## src/rtl/mac_tx_arbiter.sv

```systemverilog
// Shares the MAC transmit engine between the ARP and IP framers one whole frame at a time.
// The winner's stream is muxed through one register stage and its byte count is checked against the declared length.
module mac_tx_arbiter #(
    parameter bit          P_RR_MODE = 1'b1,
    parameter logic [15:0] P_MAX_LEN = 16'd1500
) (
    input  logic        i_clk,
    input  logic        i_rst,
    input  logic        i_arp_req,
    output logic        o_arp_ready,
    input  logic [15:0] i_arp_type,
    input  logic [15:0] i_arp_len,
    input  logic [7:0]  i_arp_data,
    input  logic        i_arp_last,
    input  logic        i_arp_valid,
    input  logic        i_ip_req,
    output logic        o_ip_ready,
    input  logic [15:0] i_ip_type,
    input  logic [15:0] i_ip_len,
    input  logic [7:0]  i_ip_data,
    input  logic        i_ip_last,
    input  logic        i_ip_valid,
    output logic        o_mac_req,
    input  logic        i_mac_ready,
    output logic [15:0] o_mac_type,
    output logic [15:0] o_mac_len,
    output logic [7:0]  o_mac_data,
    output logic        o_mac_last,
    output logic        o_mac_valid,
    output logic [1:0]  o_grant,
    output logic        o_len_err,
    output logic        o_len_refuse
);

    typedef enum logic [1:0] {
        ST_IDLE  = 2'd0,
        ST_GRANT = 2'd1,
        ST_XFER  = 2'd2,
        ST_DRAIN = 2'd3
    } state_t;

    state_t      state_r;
    logic        prefer_ip_r;
    logic [15:0] len_r;
    logic [15:0] cnt_r;
    logic [1:0]  since_req_r;

    logic        pick_ip_s;
    logic [15:0] win_len_s;
    logic        refuse_s;
    logic        start_s;
    logic [15:0] sel_type_s;
    logic [15:0] sel_len_s;
    logic [7:0]  sel_data_s;
    logic        sel_last_s;
    logic        sel_valid_s;

    // Arbitration: choose a winner and judge its declared length.
    always_comb begin
        pick_ip_s = 1'b0;
        if (i_arp_req && i_ip_req) begin
            if (P_RR_MODE) begin
                pick_ip_s = prefer_ip_r;
            end else begin
                pick_ip_s = 1'b0;
            end
        end else if (i_ip_req) begin
            pick_ip_s = 1'b1;
        end else begin
            pick_ip_s = 1'b0;
        end
        win_len_s = pick_ip_s ? i_ip_len : i_arp_len;
        refuse_s  = (win_len_s == 16'd0) || (win_len_s > P_MAX_LEN);
        // A refusal pulse is still visible to the framer this cycle, so its req is stale.
        start_s   = i_mac_ready && (i_arp_req || i_ip_req) && !o_len_refuse;
    end

    // Stream mux selected by the current owner.
    always_comb begin
        if (o_grant[1]) begin
            sel_type_s  = i_ip_type;
            sel_len_s   = i_ip_len;
            sel_data_s  = i_ip_data;
            sel_last_s  = i_ip_last;
            sel_valid_s = i_ip_valid;
        end else begin
            sel_type_s  = i_arp_type;
            sel_len_s   = i_arp_len;
            sel_data_s  = i_arp_data;
            sel_last_s  = i_arp_last;
            sel_valid_s = i_arp_valid;
        end
    end

    // Frame FSM with registered handshake, stream and status outputs.
    always_ff @(posedge i_clk or posedge i_rst) begin
        if (i_rst) begin
            state_r      <= ST_IDLE;
            prefer_ip_r  <= 1'b0;
            len_r        <= 16'd0;
            cnt_r        <= 16'd0;
            since_req_r  <= 2'd0;
            o_arp_ready  <= 1'b0;
            o_ip_ready   <= 1'b0;
            o_mac_req    <= 1'b0;
            o_mac_type   <= 16'd0;
            o_mac_len    <= 16'd0;
            o_mac_data   <= 8'd0;
            o_mac_last   <= 1'b0;
            o_mac_valid  <= 1'b0;
            o_grant      <= 2'b00;
            o_len_err    <= 1'b0;
            o_len_refuse <= 1'b0;
        end else begin
            o_arp_ready  <= 1'b0;
            o_ip_ready   <= 1'b0;
            o_mac_req    <= 1'b0;
            o_len_err    <= 1'b0;
            o_len_refuse <= 1'b0;
            if (since_req_r != 2'd3) begin
                since_req_r <= since_req_r + 2'd1;
            end
            case (state_r)
                ST_IDLE: begin
                    o_mac_type  <= 16'd0;
                    o_mac_len   <= 16'd0;
                    o_mac_data  <= 8'd0;
                    o_mac_last  <= 1'b0;
                    o_mac_valid <= 1'b0;
                    if (start_s) begin
                        prefer_ip_r <= ~pick_ip_s;
                        o_arp_ready <= ~pick_ip_s;
                        o_ip_ready  <= pick_ip_s;
                        if (refuse_s) begin
                            o_len_refuse <= 1'b1;
                        end else begin
                            o_grant     <= pick_ip_s ? 2'b10 : 2'b01;
                            len_r       <= win_len_s;
                            o_mac_req   <= 1'b1;
                            since_req_r <= 2'd0;
                            state_r     <= ST_GRANT;
                        end
                    end
                end
                ST_GRANT: begin
                    cnt_r   <= 16'd0;
                    state_r <= ST_XFER;
                end
                ST_XFER: begin
                    o_mac_type  <= sel_type_s;
                    o_mac_len   <= sel_len_s;
                    o_mac_data  <= sel_data_s;
                    o_mac_last  <= sel_last_s;
                    o_mac_valid <= sel_valid_s;
                    if (sel_valid_s) begin
                        cnt_r <= cnt_r + 16'd1;
                        if (sel_last_s) begin
                            o_len_err <= ((cnt_r + 16'd1) != len_r);
                            state_r   <= ST_DRAIN;
                        end
                    end
                end
                ST_DRAIN: begin
                    o_mac_type  <= 16'd0;
                    o_mac_len   <= 16'd0;
                    o_mac_data  <= 8'd0;
                    o_mac_last  <= 1'b0;
                    o_mac_valid <= 1'b0;
                    // The MAC only lowers ready a cycle after req, so its ready is meaningless before then.
                    if (i_mac_ready && (since_req_r >= 2'd2)) begin
                        o_grant <= 2'b00;
                        state_r <= ST_IDLE;
                    end
                end
                default: begin
                    o_grant <= 2'b00;
                    state_r <= ST_IDLE;
                end
            endcase
        end
    end

endmodule

```

## config.mk

```make
export PLATFORM = sky130hd
export DESIGN_NAME = mac_tx_arbiter
export DESIGN_NICKNAME = d
export VERILOG_FILES = /design/src/rtl/mac_tx_arbiter.sv
export SDC_FILE = /design/constraint.sdc
export NUM_CORES = 1
export LEC_CHECK = 0
export ABC_AREA = 1
export ABC_CLOCK_PERIOD_IN_PS = 5800
export CORE_UTILIZATION = 40
export CTS_BUF_LIST = sky130_fd_sc_hd__clkbuf_2 sky130_fd_sc_hd__clkbuf_4 sky130_fd_sc_hd__clkbuf_8
export CTS_CLUSTER_DIAMETER = 50
export DETAILED_ROUTE_END_ITERATION = 8
export GPL_TIMING_DRIVEN = 1
export PLACE_DENSITY_LB_ADDON = 0.08
export SYNTH_ARGS = -nofsm -noshare
export SYNTH_HDL_FRONTEND = slang
export SYNTH_SLANG_ARGS = --single-unit
export TNS_END_PERCENT = 5
```

## constraint.sdc

```tcl
create_clock -name i_clk -period 5.8 [get_ports i_clk]
set_clock_uncertainty 0.15 [all_clocks]
set_input_delay 1.16 -clock i_clk [delete_from_list [all_inputs] [get_ports i_clk]]
set_output_delay 1.16 -clock i_clk [all_outputs]
set_load 0.01 [all_outputs]
```

* Word level (Yosys, flattened, before mapping) *
Cells that the tools add are included.

operators by class
  $add $sub $neg = 2
  order comparisons = 2
  bitwise operators = 2
  multiplexer cells = 42
  eq/ne operators = 10
  reductions and logical operators = 18

operators with widths
  kind                     number
  $pmux W16 S2             3
  $mux W16                 4
  $mux W2                  12
  $mux W1                  17
  $add A16 B1 Y16 const B  1
  $gt A16 B11 Y1 const B   1
  $logic_not A16 Y1        1
  $ne A16 B16 Y1           1
  $pmux W8 S2              1
  $ne A2 B2 Y1 const B     6
  $mux W8                  1
  $pmux W2 S4              1
  $reduce_bool A2 Y1       3
  $reduce_and A5 Y1        1
  $eq A2 B2 Y1 const B     2
  $logic_and A1 B1 Y1      4
  $pmux W1 S2              2
  $pmux W2 S2              1
  $reduce_and A2 Y1        2
  $reduce_and A4 Y1        1
  $reduce_and A3 Y1        1
  $add A2 B1 Y2 const B    1
  $eq A2 B1 Y1 const B     1
  $ge A2 B2 Y1 const B     1
  5 further kinds          7

word-level totals
  bits of input ports = 89
  word-level logic and storage cells = 92
  output and inout bits = 49
  flip-flop bits (word level) = 86

* Longest topological paths before layout *
  depth after elaboration = 8
  depth in mapped cells = 16

* Worst setup path before layout *
Ideal clock, no wire load.

  path kind = input port to flip-flop
  start = input i_arp_req
  end = register len_r[2]
  slack = 3.139 ns
  path buffers = 2
  cell stages on the path = 12
  library setup time = 0.122 ns
  data arrival time = 2.390 ns
  path through = nand2_2 nand2_2 buf_2 o21ai_0 nand3_1 nor2_2 nand3_2 nor2_4 inv_4 buf_6 nand2_1 o21ai_1

on the way
  word-level cells in the longest chain between the ends = 7
  elaborated cells between the ends (all ways) = 11
  classes of those cells = order compare (1); mux (2); bitwise (1); reduce/logical (7)

RTL lines
  element                                                     line  source
  start, declared                                             9     input logic i_arp_req,
  $logic_and A1 B1 Y1                                         61    if (i_arp_req && i_ip_req) begin
  $mux W1                                                     61
  $mux W16                                                    72    win_len_s = pick_ip_s ? i_ip_len : i_arp_len;
  $gt A16 B11 Y1 / $logic_not A16 Y1 (equally long branches)  73    refuse_s = (win_len_s == 16'd0) || (win_len_s > P_MAX_LEN);
  $logic_or A1 B1 Y1                                          73
  $not A1 Y1 (no source line)                                 -
  $reduce_and A3 Y1 (no source line)                          -
  end signal, assigned                                        138   len_r <= win_len_s;
  end, declared                                               44    logic [15:0] len_r;

Parallel ways exist; a longest one is shown, timed or not.
A chain may end at the register's enable or synchronous reset.

* Worst setup path after layout *
  start = input i_ip_req
  end = register len_r[7]

on the way
  word-level cells in the longest chain between the ends = 7
  elaborated cells between the ends (all ways) = 12
  classes of those cells = order compare (1); mux (3); bitwise (1); reduce/logical (7)

RTL lines
  element                                                     line    source
  start, declared                                             16      input logic i_ip_req,
  $mux W1 / $logic_and A1 B1 Y1 (equally long branches)       67, 61
  $mux W1                                                     61
  $mux W16                                                    72
  $gt A16 B11 Y1 / $logic_not A16 Y1 (equally long branches)  73
  $logic_or A1 B1 Y1                                          73
  $not A1 Y1 (no source line)                                 -
  $reduce_and A3 Y1 (no source line)                          -

Parallel ways exist; a longest one is shown, timed or not.

==> results.md <==
- Status: complete, but fails checks
- Failing checks: DRC
- Num CTS Buffers: 9
- DRT iter0 DRCs: around 210
- Share of layout cells above drive strength 1: 0.04786
- CP required: 5910 ps
- Mean routed wirelength per cell: between 10 and 15 um
- Post-route DRC: 10
- Crit path depth: 10
- Root buffer cell: clkbuf_8
- Crit Path Class: in -> reg
- Switch share: 0.3958
- Commonest non-fill, non-tap cell in the layout: nand2_1
- Final Cell Area: about 6400 sq um
- Syn Std Cell Area: 4778 sq um
- Fin crit share: 0.5698
- Fin crit period: around 3300 ps
- Critical Path Source: i_ip_req
- Clk slew on worst S/H paths: roughly 90 ps
- # placed instances: ~920
- Nets: 884
- Vias in the first global route: about 4,600
- Total core area: between 10,000 and 15,000 sq um
- Setup total negative slack: 0 ps
- RSZ-0062 raised after global routing: false
- Worst Reg-to-Reg Cells: 5
- Final Wtd Congestion: 0.8445
- CP Buf/Inv Count: 2
- RR Endpoint: cnt_r[11]$_DFFE_PP0P_
- Via count: roughly 4,700
- HP Class: reg -> reg
- Hold Buf Count CTS: 0
- Post-Synthesis Cells: roughly 670
- Flop-to-flop setup slack: around 3400 ps
- Gr usage total: 0.2234
- Synthesized area per cell: a little over 7 sq um
- P_sw: 969.9 uW
- # Post-CTS Setup Buffers: 0
- Crit path largest cell delay: 770 ps
- Total gr overflow: 0
- First-pass GRT wire length: approximately 22,000 um
- Max Freq: 0.3026 GHz
- Final Non-Filler Cells: ~940
- Clock power frac: 0.185
- CP Launch Type: input pin
- Syn nets: 760
- Worst skew pair latency: ~370 ps
- FP Rows: 39
- Largest net degree at the start of global routing: 58
- Yosys cell types: 33
- Most frequent cells in the layout: nand2_1, clkdlybuf4s50_1, o21ai_0
- Critical Path Sink Type: flip-flop
- Post-DR vias/cell: 4.971
- Post-CTS sizing: 0
- Arrival time at the worst endpoint: about 3400 ps
- Leakage: about 0.003 uW
- Worst Max-Slew Pin Slew: roughly 1000 ps
- Maximum vdd ir drop: approximately 0.19 mV
- Antenna viol nets, final: 0
- Ant. Diodes: 0
- Internal power: ~1500 uW
- Hold Violations, Final: 0
- Setup-failing EPs final: 0
- Num ports: around 140
- Worst Setup EP: len_r[7]$_DFFE_PP0P_
- Area grow syn2layout: 34.85%
- DP HPWL: 9529 um
- Max Root-Sink Buffers: 2
- Power share of the combinational group: 0.457
- Flop pwr share: 0.359
- Reg-to-Reg Start: o_grant[1]$_DFFE_PP0P_
- Clk sinks: 86
- Initial core utilization: 0.4149
- Max Slew Vio Count: 0
- IO Port Bufs: ~140
- Yosys reg bits: 86
- Slew headroom: 0.3195
- Router iterations before antenna repair: 6
- Top delay family on crit path: simple AND/OR/NAND/NOR gates
- Chip Width: 111.3 um
- Routed WL: about 13,000 um
- Die Span Y: between 100 and 150 um
- Area post-placement: between 6000 and 7000 sq um
- Seq/Total Area, Yosys: 0.4504
- Initial antenna violation count: 0
- CTS tree: built
- Ys Warns: 0
- Pwr per Cell Area: 380.3 nW/um^2
- Cell chain of the critical path: clkdlybuf4s50_1 > nand2_2 > o21ai_0 > nand3_1 > nor2_2 > nand3_2 > nor2_4 > inv_4 > nand2_1 > o21ai_2
- Maximum fanout along the worst path: 27
- Max Cap Viol: 0
- CP max-delay cell: clkdlybuf4s50_1
- Die Area: approximately 12,000 sq um
- H-Tree Depth: 3
[metal layers]
layer	track usage	vias up	wire length (um)
met2	0.3829	120	6164
met4	0.08378	0	206
met3	0.04483	16	697
li1	-	2349	-
met1	0.2771	2173	5892
met5	0	-	0
[cells in the mapped netlist (all sizes together)]
cell type	n	area (sq um)
nand4	9	56.30
nor2	81	314.0
nand2	190	718.2
ha	6	75.07
xnor3	1	22.52
or2	1	6.260
nand3	37	190.2
o22ai	9	56.30
a21oi	5	25.02
mux2i	1	10.01
inv	86	325.3
o21ai	106	556.8
xor2	4	35.03
dfrtp	86	2152
clkbuf	19	71.32
buf	10	63.81
and2	2	12.51
nor3	2	10.01
a22o	1	8.760
xnor2	2	17.52
nand3b	6	45.04
a31oi	1	6.260
[tightest hold or removal path, stage by stage (launching register included)]
cell	delay (ps)
dfrtp_1	360
nand2_1	50
nand2_1	50
[cell families (layout without fill, tap and decap cells)]
group,count (synthesis),after routing,share of synthesized area
compound gates,122,122,0.1367
xor+xnor,7,7,0.01571
fa+ha+maj,6,6,0.01571
buf+inv,115,244,0.09636
flops,86,86,0.4504
mux,1,1,0.002095
simple gates,328,328,0.2831
[worst min path at each step]
stage / slack [ps] / cells past startpoint / to / from
after floorplan: 290 / 2 / since_req_r[1]$_DFF_PP0_ / since_req_r[0]$_DFF_PP0_
after global placement: 310 / 2 / since_req_r[1]$_DFF_PP0_ / since_req_r[0]$_DFF_PP0_
after detailed placement: 320 / 2 / o_grant[0]$_DFFE_PP0P_ / o_grant[0]$_DFFE_PP0P_
after CTS: 340 / 2 / since_req_r[1]$_DFF_PP0_ / since_req_r[0]$_DFF_PP0_
after global routing: 370 / 2 / o_mac_type[0]$_DFFE_PP0P_ / o_mac_type[0]$_DFFE_PP0P_
final: 330 / 2 / o_grant[0]$_DFFE_PP0P_ / o_grant[0]$_DFFE_PP0P_
[registers in the layout, summed over array words and instances (netlist names), 2 cells and up]
name	count
o_grant	2
o_mac_len	16
o_mac_data	8
state_r	2
cnt_r	16
len_r	16
since_req_r	2
o_mac_type	16
[through the flow]
stage / hold slack, ps / total power (uW) / util / setup WS, ps
after floorplan: 292.0 / 1511 / - / 2268
after global routing: 367.8 / 2653 / 0.5595 / 2223
after global placement: 307.3 / 1995 / 0.5414 / 2202
after CTS: 340.0 / 2483 / 0.5595 / 2483
after detailed placement: 316.0 / 2023 / 0.5414 / 2097
final: 334.2 / 2451 / 0.5595 / 2495
[cell type report]
cell class / instances / area [sq um]
clock buffer: 13 / 166.4
inverter: 86 / 326.6
tap: 143 / 178.9
sequential: 86 / 2152
fill: 1129 / 5072
timing repair buffer: 142 / 1409
clock inverter: 3 / 42.54
multi-input combinational: 464 / 2168
[power by group through the flow]
stage	Sequential (uW)	Clock [uW]	Combinational (uW)
detailed placement	888	0	1130
floorplan	918	0	594
CTS	879	466	1140
global route	901	493	1260
global placement	885	0	1110
finish	879	453	1120
No activity file was read; power rests on OpenSTA's default activity.
